==> src/rtl/regfile_pkg.sv <==
// Shared definitions for the register-file write-port arbiter.
//   XLEN      : data width
//   NREG      : number of architectural registers
//   REG_IDX_W : register index width
//   X0        : hard-wired zero register index
//   wb_req_t  : one write-back request {valid, rd, data}
package regfile_pkg;

    localparam int XLEN      = 32;
    localparam int NREG      = 32;
    localparam int REG_IDX_W = 5;

    localparam logic [REG_IDX_W-1:0] X0 = '0;

    typedef struct packed {
        logic                 valid;
        logic [REG_IDX_W-1:0] rd;
        logic [XLEN-1:0]      data;
    } wb_req_t;

endpackage

==> src/rtl/regfile_wb_arbiter_scoreboard.sv <==
// Busy-register scoreboard for outstanding loads.
// Tracks which registers have a load in flight and how many loads are
// outstanding. It also collects the load-protocol error sources into a
// sticky flag.
//   clk, rst        : clock, synchronous active-high reset
//   ld_issue        : decode issues a load to ld_issue_rd
//   ld_valid        : load data returns for ld_rd
//   busy            : one bit per register, set while a load is pending
//   ld_issue_ready  : fewer than MAX_LOADS loads outstanding
//   err             : sticky protocol-violation flag
module reg_scoreboard
    import regfile_pkg::*;
#(
    parameter int MAX_LOADS = 4,
    parameter int NREG_P    = regfile_pkg::NREG
) (
    input  logic                 clk,
    input  logic                 rst,
    input  logic                 ld_issue,
    input  logic [REG_IDX_W-1:0] ld_issue_rd,
    input  logic                 ld_valid,
    input  logic [REG_IDX_W-1:0] ld_rd,
    output logic [NREG_P-1:0]    busy,
    output logic                 ld_issue_ready,
    output logic                 err
);

    localparam int CNT_W = $clog2(MAX_LOADS + 1);

    logic [CNT_W-1:0]  ld_cnt;
    logic [CNT_W-1:0]  cnt_nxt;
    logic [NREG_P-1:0] busy_nxt;
    logic              issue_acc;
    logic              err_event;

    assign ld_issue_ready = (ld_cnt < CNT_W'(MAX_LOADS));
    assign issue_acc      = ld_issue && ld_issue_ready;

    // A return for a register with nothing pending, a return with no load
    // outstanding at all, and an issue while full are all protocol errors.
    assign err_event = (ld_valid && (ld_rd != X0) && !busy[ld_rd])
                    || (ld_valid && (ld_cnt == '0))
                    || (ld_issue && !ld_issue_ready);

    always_comb begin
        cnt_nxt = ld_cnt;
        if (issue_acc && !ld_valid) begin
            cnt_nxt = ld_cnt + 1'b1;
        end else if (!issue_acc && ld_valid && (ld_cnt != '0)) begin
            cnt_nxt = ld_cnt - 1'b1;
        end
    end

    // Clear before set so a new issue to the register that is returning
    // this cycle keeps it busy.
    always_comb begin
        busy_nxt = busy;
        if (ld_valid) begin
            busy_nxt[ld_rd] = 1'b0;
        end
        if (issue_acc && (ld_issue_rd != X0)) begin
            busy_nxt[ld_issue_rd] = 1'b1;
        end
    end

    always_ff @(posedge clk) begin
        if (rst) begin
            busy   <= '0;
            ld_cnt <= '0;
            err    <= 1'b0;
        end else begin
            busy   <= busy_nxt;
            ld_cnt <= cnt_nxt;
            if (err_event) begin
                err <= 1'b1;
            end
        end
    end

endmodule

==> src/rtl/regfile_wb_arbiter.sv <==
// Register-file write-port arbiter.
// Shares the single register-file write port between ALU writeback and
// load return, and drives the decode stall from the load scoreboard and
// the pending hold entry.
//   clk, rst                         : clock, synchronous active-high reset
//   alu_valid/alu_rd/alu_data        : ALU writeback request
//   alu_ready                        : ALU request accepted this cycle
//   ld_issue/ld_issue_rd             : load issued by decode
//   ld_issue_ready                   : room for another outstanding load
//   ld_valid/ld_rd/ld_data           : load data return (always accepted)
//   dec_rs1/dec_rs2/dec_rd/dec_uses_rd : decode operands
//   stall                            : decode must hold this cycle
//   rf_write/rf_rd_addr/rf_rd_data   : register-file write port
//   err                              : sticky protocol-violation flag
module regfile_wb_arbiter
    import regfile_pkg::*;
#(
    parameter int MAX_LOADS = 4,
    parameter int XLEN      = regfile_pkg::XLEN,
    parameter int NREG      = regfile_pkg::NREG
) (
    input  logic                 clk,
    input  logic                 rst,
    input  logic                 alu_valid,
    input  logic [REG_IDX_W-1:0] alu_rd,
    input  logic [XLEN-1:0]      alu_data,
    output logic                 alu_ready,
    input  logic                 ld_issue,
    input  logic [REG_IDX_W-1:0] ld_issue_rd,
    output logic                 ld_issue_ready,
    input  logic                 ld_valid,
    input  logic [REG_IDX_W-1:0] ld_rd,
    input  logic [XLEN-1:0]      ld_data,
    input  logic [REG_IDX_W-1:0] dec_rs1,
    input  logic [REG_IDX_W-1:0] dec_rs2,
    input  logic [REG_IDX_W-1:0] dec_rd,
    input  logic                 dec_uses_rd,
    output logic                 stall,
    output logic                 rf_write,
    output logic [REG_IDX_W-1:0] rf_rd_addr,
    output logic [XLEN-1:0]      rf_rd_data,
    output logic                 err
);

    logic                 hold_valid;
    logic [REG_IDX_W-1:0] hold_rd;
    logic [XLEN-1:0]      hold_data;
    logic [NREG-1:0]      busy;

    reg_scoreboard #(
        .MAX_LOADS (MAX_LOADS),
        .NREG_P    (NREG)
    ) u_scoreboard (
        .clk            (clk),
        .rst            (rst),
        .ld_issue       (ld_issue),
        .ld_issue_rd    (ld_issue_rd),
        .ld_valid       (ld_valid),
        .ld_rd          (ld_rd),
        .busy           (busy),
        .ld_issue_ready (ld_issue_ready),
        .err            (err)
    );

    assign alu_ready = !hold_valid;

    // Load return wins, then the held ALU write, then a fresh ALU write.
    always_comb begin
        rf_write   = 1'b0;
        rf_rd_addr = '0;
        rf_rd_data = '0;
        if (ld_valid) begin
            rf_write   = 1'b1;
            rf_rd_addr = ld_rd;
            rf_rd_data = ld_data;
        end else if (hold_valid) begin
            rf_write   = 1'b1;
            rf_rd_addr = hold_rd;
            rf_rd_data = hold_data;
        end else if (alu_valid && alu_ready) begin
            rf_write   = 1'b1;
            rf_rd_addr = alu_rd;
            rf_rd_data = alu_data;
        end
    end

    // The hold entry survives a burst of load returns and drains on the
    // first quiet cycle. alu_ready is low while it is full, so a new
    // capture can never coincide with a drain.
    always_ff @(posedge clk) begin
        if (rst) begin
            hold_valid <= 1'b0;
        end else if (hold_valid) begin
            if (!ld_valid) begin
                hold_valid <= 1'b0;
            end
        end else if (alu_valid && ld_valid) begin
            hold_valid <= 1'b1;
            hold_rd    <= alu_rd;
            hold_data  <= alu_data;
        end
    end

    // Writes that land on the edge where the read address latches are
    // visible to the read, so only pending loads and the unwritten hold
    // entry block decode.
    assign stall = ((dec_rs1 != X0) && busy[dec_rs1])
                || ((dec_rs2 != X0) && busy[dec_rs2])
                || (hold_valid && ((hold_rd == dec_rs1) || (hold_rd == dec_rs2)))
                || (dec_uses_rd && busy[dec_rd]);

endmodule

==> config.mk <==
export PLATFORM = sky130hd
export DESIGN_NAME = regfile_wb_arbiter
export DESIGN_NICKNAME = d
export VERILOG_FILES = /design/src/rtl/regfile_pkg.sv /design/src/rtl/regfile_wb_arbiter_scoreboard.sv /design/src/rtl/regfile_wb_arbiter.sv
export SDC_FILE = /design/constraint.sdc
export NUM_CORES = 1
export LEC_CHECK = 0
export CAP_MARGIN = 20
export CORE_MARGIN = 2
export CORE_UTILIZATION = 40
export CTS_CLUSTER_SIZE = 10
export DETAILED_ROUTE_END_ITERATION = 16
export HOLD_SLACK_MARGIN = 0.05
export PLACE_DENSITY_LB_ADDON = 0.1
export SYNTH_ARGS = -nofsm -noshare
export SYNTH_HDL_FRONTEND = slang
export SYNTH_HIERARCHICAL = 1
export SYNTH_SLANG_ARGS = --single-unit
==> constraint.sdc <==
create_clock -name clk -period 2.4 [get_ports clk]
set_input_delay 0.24 -clock clk [delete_from_list [all_inputs] [get_ports clk]]
set_output_delay 0.24 -clock clk [all_outputs]
set_load 0.05 [all_outputs]
==> run_results.csv, run 1 <==
group,metric,value,unit
outcome,outcome,"completed",
cells_and_area,antennaDiodeCount,0,
critical_path,cpLargestDelayFamily,"multiplexers",
power,power.ir.vdd_worst,0.4537,mV
synth,synth_largest_area_cell,"edfxtp_1",
timing,timing.clock.skew,6.910,ps
synth,syn-num-nets,625,
synth,synth.avg_cell_area,9.145,um2
synth,synth_enable_flop_cells,37,
min_path,worstHoldPathType,"in2reg",
timing,report.final.hold_viol_count,0,
synth,yosysSeqAreaShare,38.64,%
global_route,grt_first_pass_wirelength,24800,um
cts,clock_tree.htree_level_count,3,
routing,via_per_inst,5.766,
routing,final_antenna_net_count,0,
cts,clock_insertion_delay_worst_skew,330,ps
cells_and_area,final_layout_size_suffix_gt1_share,23.19,%
cells_and_area,areaGrowthSynthToFinish,44.91,%
floorplanning,floorplan.die_area,0.01287,mm2
global_route,first_global_vias,4738,
routing,routed_wl,15940,um
floorplanning,chipHeight,113.5,um
placement,place_hpwl,11620,um
cells_and_area,mostFrequentLayoutCell,"clkdlybuf4s50_1",
routing,avgRoutedWirePerCell,19.14,um
floorplanning,starting_density_of_the_core,41.44,%
synth,async_reset_ff_share,0,%
timing,finalHoldWorstSlack,477.9,ps
routing,detail_route.first_pass.iterations,7,
cts,tritoncts,"yes",
cells_and_area,nets,786,
critical_path,critPathMaxStageDelay,470,ps
cts,number_of_cts_inserted_buffers,9,
routing,highest_layer,"met4",
floorplanning,core_region_area,0.01156,mm2
timing,period_minus_slack,2397,ps
floorplanning,die_w,113.5,um
critical_path,critical_path.most_common_cell,"nand4_1",
timing,tightest_slew_margin_relative_to_the_limit,54.66,%
critical_path,timing.critical_path.buf_inv,2,
critical_path,cp_data_required_time,2160,ps
cells_and_area,mostFrequentLayoutCells,"clkdlybuf4s50_1 (90), buf_4 (75), nand2_1 (73)",
synth,synth-main-ff-cell,"edfxtp_1",
floorplanning,num_rows,39,
job,timing.max_cap.violations,0,
synth,ys_warn_count,6,
timing,period_utilization,99.87,%
synth,synth.top_cell.area_share,23.19,%
power,power_density,535.0,mW/mm2
placement,routabilityCongestion,0.8785,
floorplanning,top_level_ports,142,
global_route,track_usage,24.63,%
routing,drc_errors,0,
cts,clock_tree.buffer_depth,2,
cts,clock_tree.root_cell,"clkbuf_16",
cts,cts_hold_buffers_added,0,
routing,initialDrtViolationCount,431,
cts,clkSinkCount,74,
critical_path,cp_slowest_cell,"mux4_2",
cells_and_area,fill_cells,1064,
global_route,grt_max_degree,82,
routing,met3_wirelength,1265,um
global_route,grt_antenna_before_repair,0,
routing,wl_met2,7624,um
synth,synth.cell_area,0.004792,mm2
critical_path,arrival,2160,ps
synth,syn-instance-count,524,
timing,achievable-frequency,417.2,MHz
cells_and_area,final_core_utilization,60.05,%
timing,grt_setup_unrepaired,"yes",
critical_path,critical_path.cell_chain,"buf_4 > mux4_2 > nand4_1 > nand4_1 > a2111oi_4 > nand4_1 > buf_6",
power,p_total,3.715,mW
critical_path,worstPathMaxFanout,4,
cts,clkTransAtPathRegs,60,ps
critical_path,start_kind,"flop",
routing,vias,4803,
timing,drv_slew,0,
power,cellLeakagePower,2.635,nW
placement,port_buffers,141,
timing,report.final.setup_viol,0,
synth,synth.top_cells.by_area,"edfxtp_1 (23%), dfxtp_1 (15%), mux4_2 (8.0%), a21oi_1 (7.3%), o21ai_0 (7.3%)",
synth,synth_cell_type_count,50,
global_route,remaining_global_route_overflow,0,
synth,postSynthRegisterBits,74,
critical_path,worst-setup-path-type,"reg2out",
critical_path,worst_setup_path_end_kind,"output port",
routing,wl_met1,6848,um
timing,worst-slew-pin-transition,677.6,ps
## logic make-up after synthesis
group | count (synthesis) | synth area share (%)
XOR/XNOR | 10 | 1.828
flip-flops | 74 | 38.64
buffers and inverters | 43 | 3.681
adder cells (fa/ha/maj) | 1 | 0.4178
AND/OR/NAND/NOR | 181 | 20.50
multiplexers | 43 | 14.31
AO/OA/AOI/OAI | 172 | 20.63
## state kept, by name (all words and copies together) (netlist names)
| signal | cells |
|---|---|
| hold_rd | 5 |
| hold_valid | 1 |
| u_scoreboard/busy | 32 |
| hold_data | 32 |
| u_scoreboard/err | 1 |
| u_scoreboard/ld_cnt | 3 |
## synth_stat cells (all sizes together), types with 3 or more instances
cell type / instances
nor4: 3
nor2: 4
o22ai: 4
clkbuf: 30
and3b: 3
nand3b: 8
or3: 4
nor2b: 12
nor3: 5
nand2: 73
dfxtp: 37
a21oi: 70
xnor2: 10
inv: 5
o21ai: 71
buf: 8
mux2: 8
a22oi: 4
and3: 36
nand3: 9
mux2i: 16
nor3b: 16
edfxtp: 37
or3b: 3
a2111oi: 8
mux4: 19
nand4: 3
## worst paths after layout
| kind | start | to | slack, ps | cells past startpoint |
|---|---|---|---|---|
| worst min-delay path | alu_data[27] | hold_data[27] | 480 | 1 |
| worst max register to register | u_scoreboard/busy[16] | u_scoreboard/err | 770 | 5 |
| worst min register to register | u_scoreboard/busy[0] | u_scoreboard/busy[0] | 500 | 1 |
| worst max-delay path | u_scoreboard/busy[22] | stall | 3 | 7 |
## repair_timing
item | in CTS | in global routing
buffers inserted | 6 | 0
pin swaps | 6 | 3
setup endpoints to repair | 1 | 8
gates cloned | 1 | 0
gates resized for setup | 31 | 22
## power breakdown
group          total (mW)  switching [mW]  internal [mW]
registers            1.40          0.0357           1.37
logic               0.996           0.559          0.437
clock network        1.32           0.514          0.804
## through the flow
stage               setup slack, ps  std cells  cell area [um2]  TNS (ps)
floorplan                     39.88        524             4792         0
global placement             -241.9        810             6496    -241.9
detailed placement           -288.8        810             6496    -288.8
CTS                         -0.2396        833             6874   -0.2396
global route                 -49.68        833             6944    -49.68
finish                        3.210        833             6944         0
## layer usage
| metal | global-route usage (%) | up-vias |
|---|---|---|
| li1 | - | 2305 |
| met1 | 33.04 | 2256 |
| met2 | 40.92 | 221 |
| met3 | 5.207 | 21 |
| met4 | 6.179 | 0 |
| met5 | 0 | - |
## area by class of cell
type / instances / area [um2] / share of cell area [%]
Timing Repair Buffer: 188 / 1745 / 25.14
Sequential cell: 74 / 1876 / 27.01
Inverter: 5 / 18.77 / 0.2703
Tap cell: 143 / 178.9 / 2.577
Clock buffer: 11 / 232.7 / 3.351
Multi-Input combinational cell: 407 / 2838 / 40.86
Clock inverter: 5 / 55.05 / 0.7928
Note: power is estimated with default switching activity, not from simulation.
==> run 2, diff against run 1 <==
- CELL_PAD_IN_SITES_DETAIL_PLACEMENT: unset -> 0
- CELL_PAD_IN_SITES_GLOBAL_PLACEMENT: unset -> 1
- CORE_UTILIZATION: 40 -> 36
==> run 2 against run 1 <==
  * Clock-buffer cell count grew 2
  * Critical endpoint unchanged
  * Via count shrank 0.94%
  * Highest routed layer unchanged
  * Die area grew 11%
==> run_results.csv, run 2 (synthesis gave the netlist of run 1 again) <==
group,metric,value,unit
cells_and_area,areaGrowthSynthToFinish,43.13,%
power,p_total,3.574,mW
placement,routabilityCongestion,0.8937,
routing,vias,4758,
cts,clock_tree.buffer_depth,2,
timing,report.final.setup_viol,0,
critical_path,timing.critical_path.buf_inv,1,
cts,clock_tree.htree_level_count,3,
routing,drc_errors,0,
power,cellLeakagePower,2.560,nW
min_path,min_from,"ld_valid",
cts,clock_tree.root_cell,"clkbuf_16",
timing,drv_slew,0,
timing,period_minus_slack,2373,ps
floorplanning,starting_density_of_the_core,36.48,%
cells_and_area,nets,780,
global_route,track_usage,22.24,%
critical_path,start_kind,"flop",
timing,layout_setup_ws,27.22,ps
placement,place_hpwl,11540,um
floorplanning,top_level_ports,142,
cells_and_area,largestRegisters,"hold_data (32), u_scoreboard/busy (32), hold_rd (5)",
timing,report.final.hold_viol_count,0,
cts,clkSinkCount,74,
floorplanning,chipHeight,119.4,um
placement,port_buffers,141,
critical_path,worst-setup-path-type,"reg2out",
critical_path,arrival,2130,ps
cts,clock_insertion_delay_worst_skew,330,ps
critical_path,critical_path.cell_chain,"mux4_2 > mux2_4 > and3_4 > a2111oi_4 > nand4_1 > buf_6",
global_route,groute.layer.met1.usage,30.08,%
timing,grt_setup_unrepaired,"yes",
global_route,grt_antenna_before_repair,0,
global_route,grt_max_degree,82,
global_route,globalRouteMet3Util,3.496,%
power,power_density,521.0,mW/mm2
cells_and_area,fill_cells,1277,
cts,number_of_cts_inserted_buffers,9,
power,power.ir.vdd_worst,0.2687,mV
cts,cts_hold_buffers_added,0,
routing,detail_route.first_pass.iterations,6,
job,timing.max_cap.violations,0,
timing,timing.clock.skew,5.912,ps
placement,post-place-ws,-296.9,ps
global_route,remaining_global_route_overflow,0,
timing,worst-slew-pin-transition,610.9,ps
global_route,busiest_layer,"met2",
floorplanning,core_region_area,0.01314,mm2
timing,tightest_slew_margin_relative_to_the_limit,58.84,%
critical_path,critPathMaxStageDelay,450,ps
global_route,first_global_vias,4622,
critical_path,worstPathMaxFanout,5,
routing,initialDrtViolationCount,328,
critical_path,worst_setup_path_end_kind,"output port",
floorplanning,floorplan.die_area,0.01425,mm2
outcome,outcome,"completed",
critical_path,cp_data_required_time,2160,ps
global_route,use_met2,36.42,%
floorplanning,num_rows,42,
routing,via_per_inst,5.533,
timing,achievable-frequency,421.4,MHz
critical_path,timing.critical_path.from,"u_scoreboard/busy[16]",
cells_and_area,mostFrequentLayoutCell,"clkdlybuf4s50_1",
min_path,worstHoldPathType,"in2reg",
critical_path,reg2reg_from,"hold_valid",
floorplanning,die_w,119.4,um
critical_path,cpLargestDelayFamily,"multiplexers",
timing,period_utilization,98.87,%
cells_and_area,mostFrequentLayoutCells,"clkdlybuf4s50_1 (92), nand2_1 (73), a21oi_1 (70)",
critical_path,cp_slowest_cell,"mux4_2",
global_route,grt_first_pass_wirelength,24690,um
routing,final_antenna_net_count,0,
cts,clkTransAtPathRegs,50,ps
cells_and_area,final_layout_size_suffix_gt1_share,20.47,%
routing,avgRoutedWirePerCell,18.64,um
cells_and_area,antennaDiodeCount,0,
routing,routed_wl,16030,um
cts,tritoncts,"yes",
## run 2: routing by layer
| metal | share of wire (%) | wire length (um) | vias up |
|---|---|---|---|
| met5 | 0 | 0 | - |
| met4 | 1.4 | 231 | 0 |
| met3 | 5.9 | 944 | 26 |
| met2 | 48 | 7649 | 155 |
| met1 | 45 | 7204 | 2283 |
| li1 | - | - | 2294 |
## run 2: repair_timing
item,4_1_cts,5_1_grt
setup buffers,3,0
resized for setup,25,12
pin swaps,5,3
endpoints found under the setup margin,1,1
## run 2: power by group
part	switching [mW]	total [mW]	internal [mW]
registers	0.0349	1.40	1.37
clock network	0.490	1.19	0.696
logic	0.553	0.985	0.432
total	1.08	3.57	2.50
## run 2: path summary, 6_finish.rpt
kind / endpoint / slack, ps / depth (start not counted)
setup / recovery: stall / 30 / 6
hold / removal: hold_valid / 460 / 3
setup reg to reg: hold_data[4] / 600 / 4
hold reg to reg: u_scoreboard/busy[0] / 490 / 1
## run 2: stage by stage
step / hold WS [ps] / cells / TNS [ps] / cell area [um2] / utilization, %
6_report: 458.7 / 860 / 0 / 6859 / 52.21
5_1_grt: 478.4 / 860 / -70.77 / 6859 / 52.21
4_1_cts: 452.9 / 860 / 0 / 6845 / 52.10
3_5_place_dp: 474.6 / 841 / -296.9 / 6535 / 49.74
3_3_place_gp: 484.4 / 841 / -253.8 / 6535 / 49.74
2_1_floorplan: 316.1 / 524 / 0 / 4792 / -
## run 2: cell type report
| class | count | area [um2] | area share [%] |
|---|---|---|---|
| Clock inverter | 3 | 16.27 | 0.2371 |
| Clock buffer | 13 | 240.2 | 3.502 |
| Sequential cell | 74 | 1863 | 27.16 |
| Timing Repair Buffer | 182 | 1710 | 24.94 |
| Tap cell | 176 | 220.2 | 3.211 |
| Inverter | 5 | 18.77 | 0.2736 |
| Multi-Input combinational cell | 407 | 2790 | 40.68 |
## run 2: tightest hold or removal path: stages
cell,delay [ps]
buf_2,120
buf_12,200
nor3b_1,170
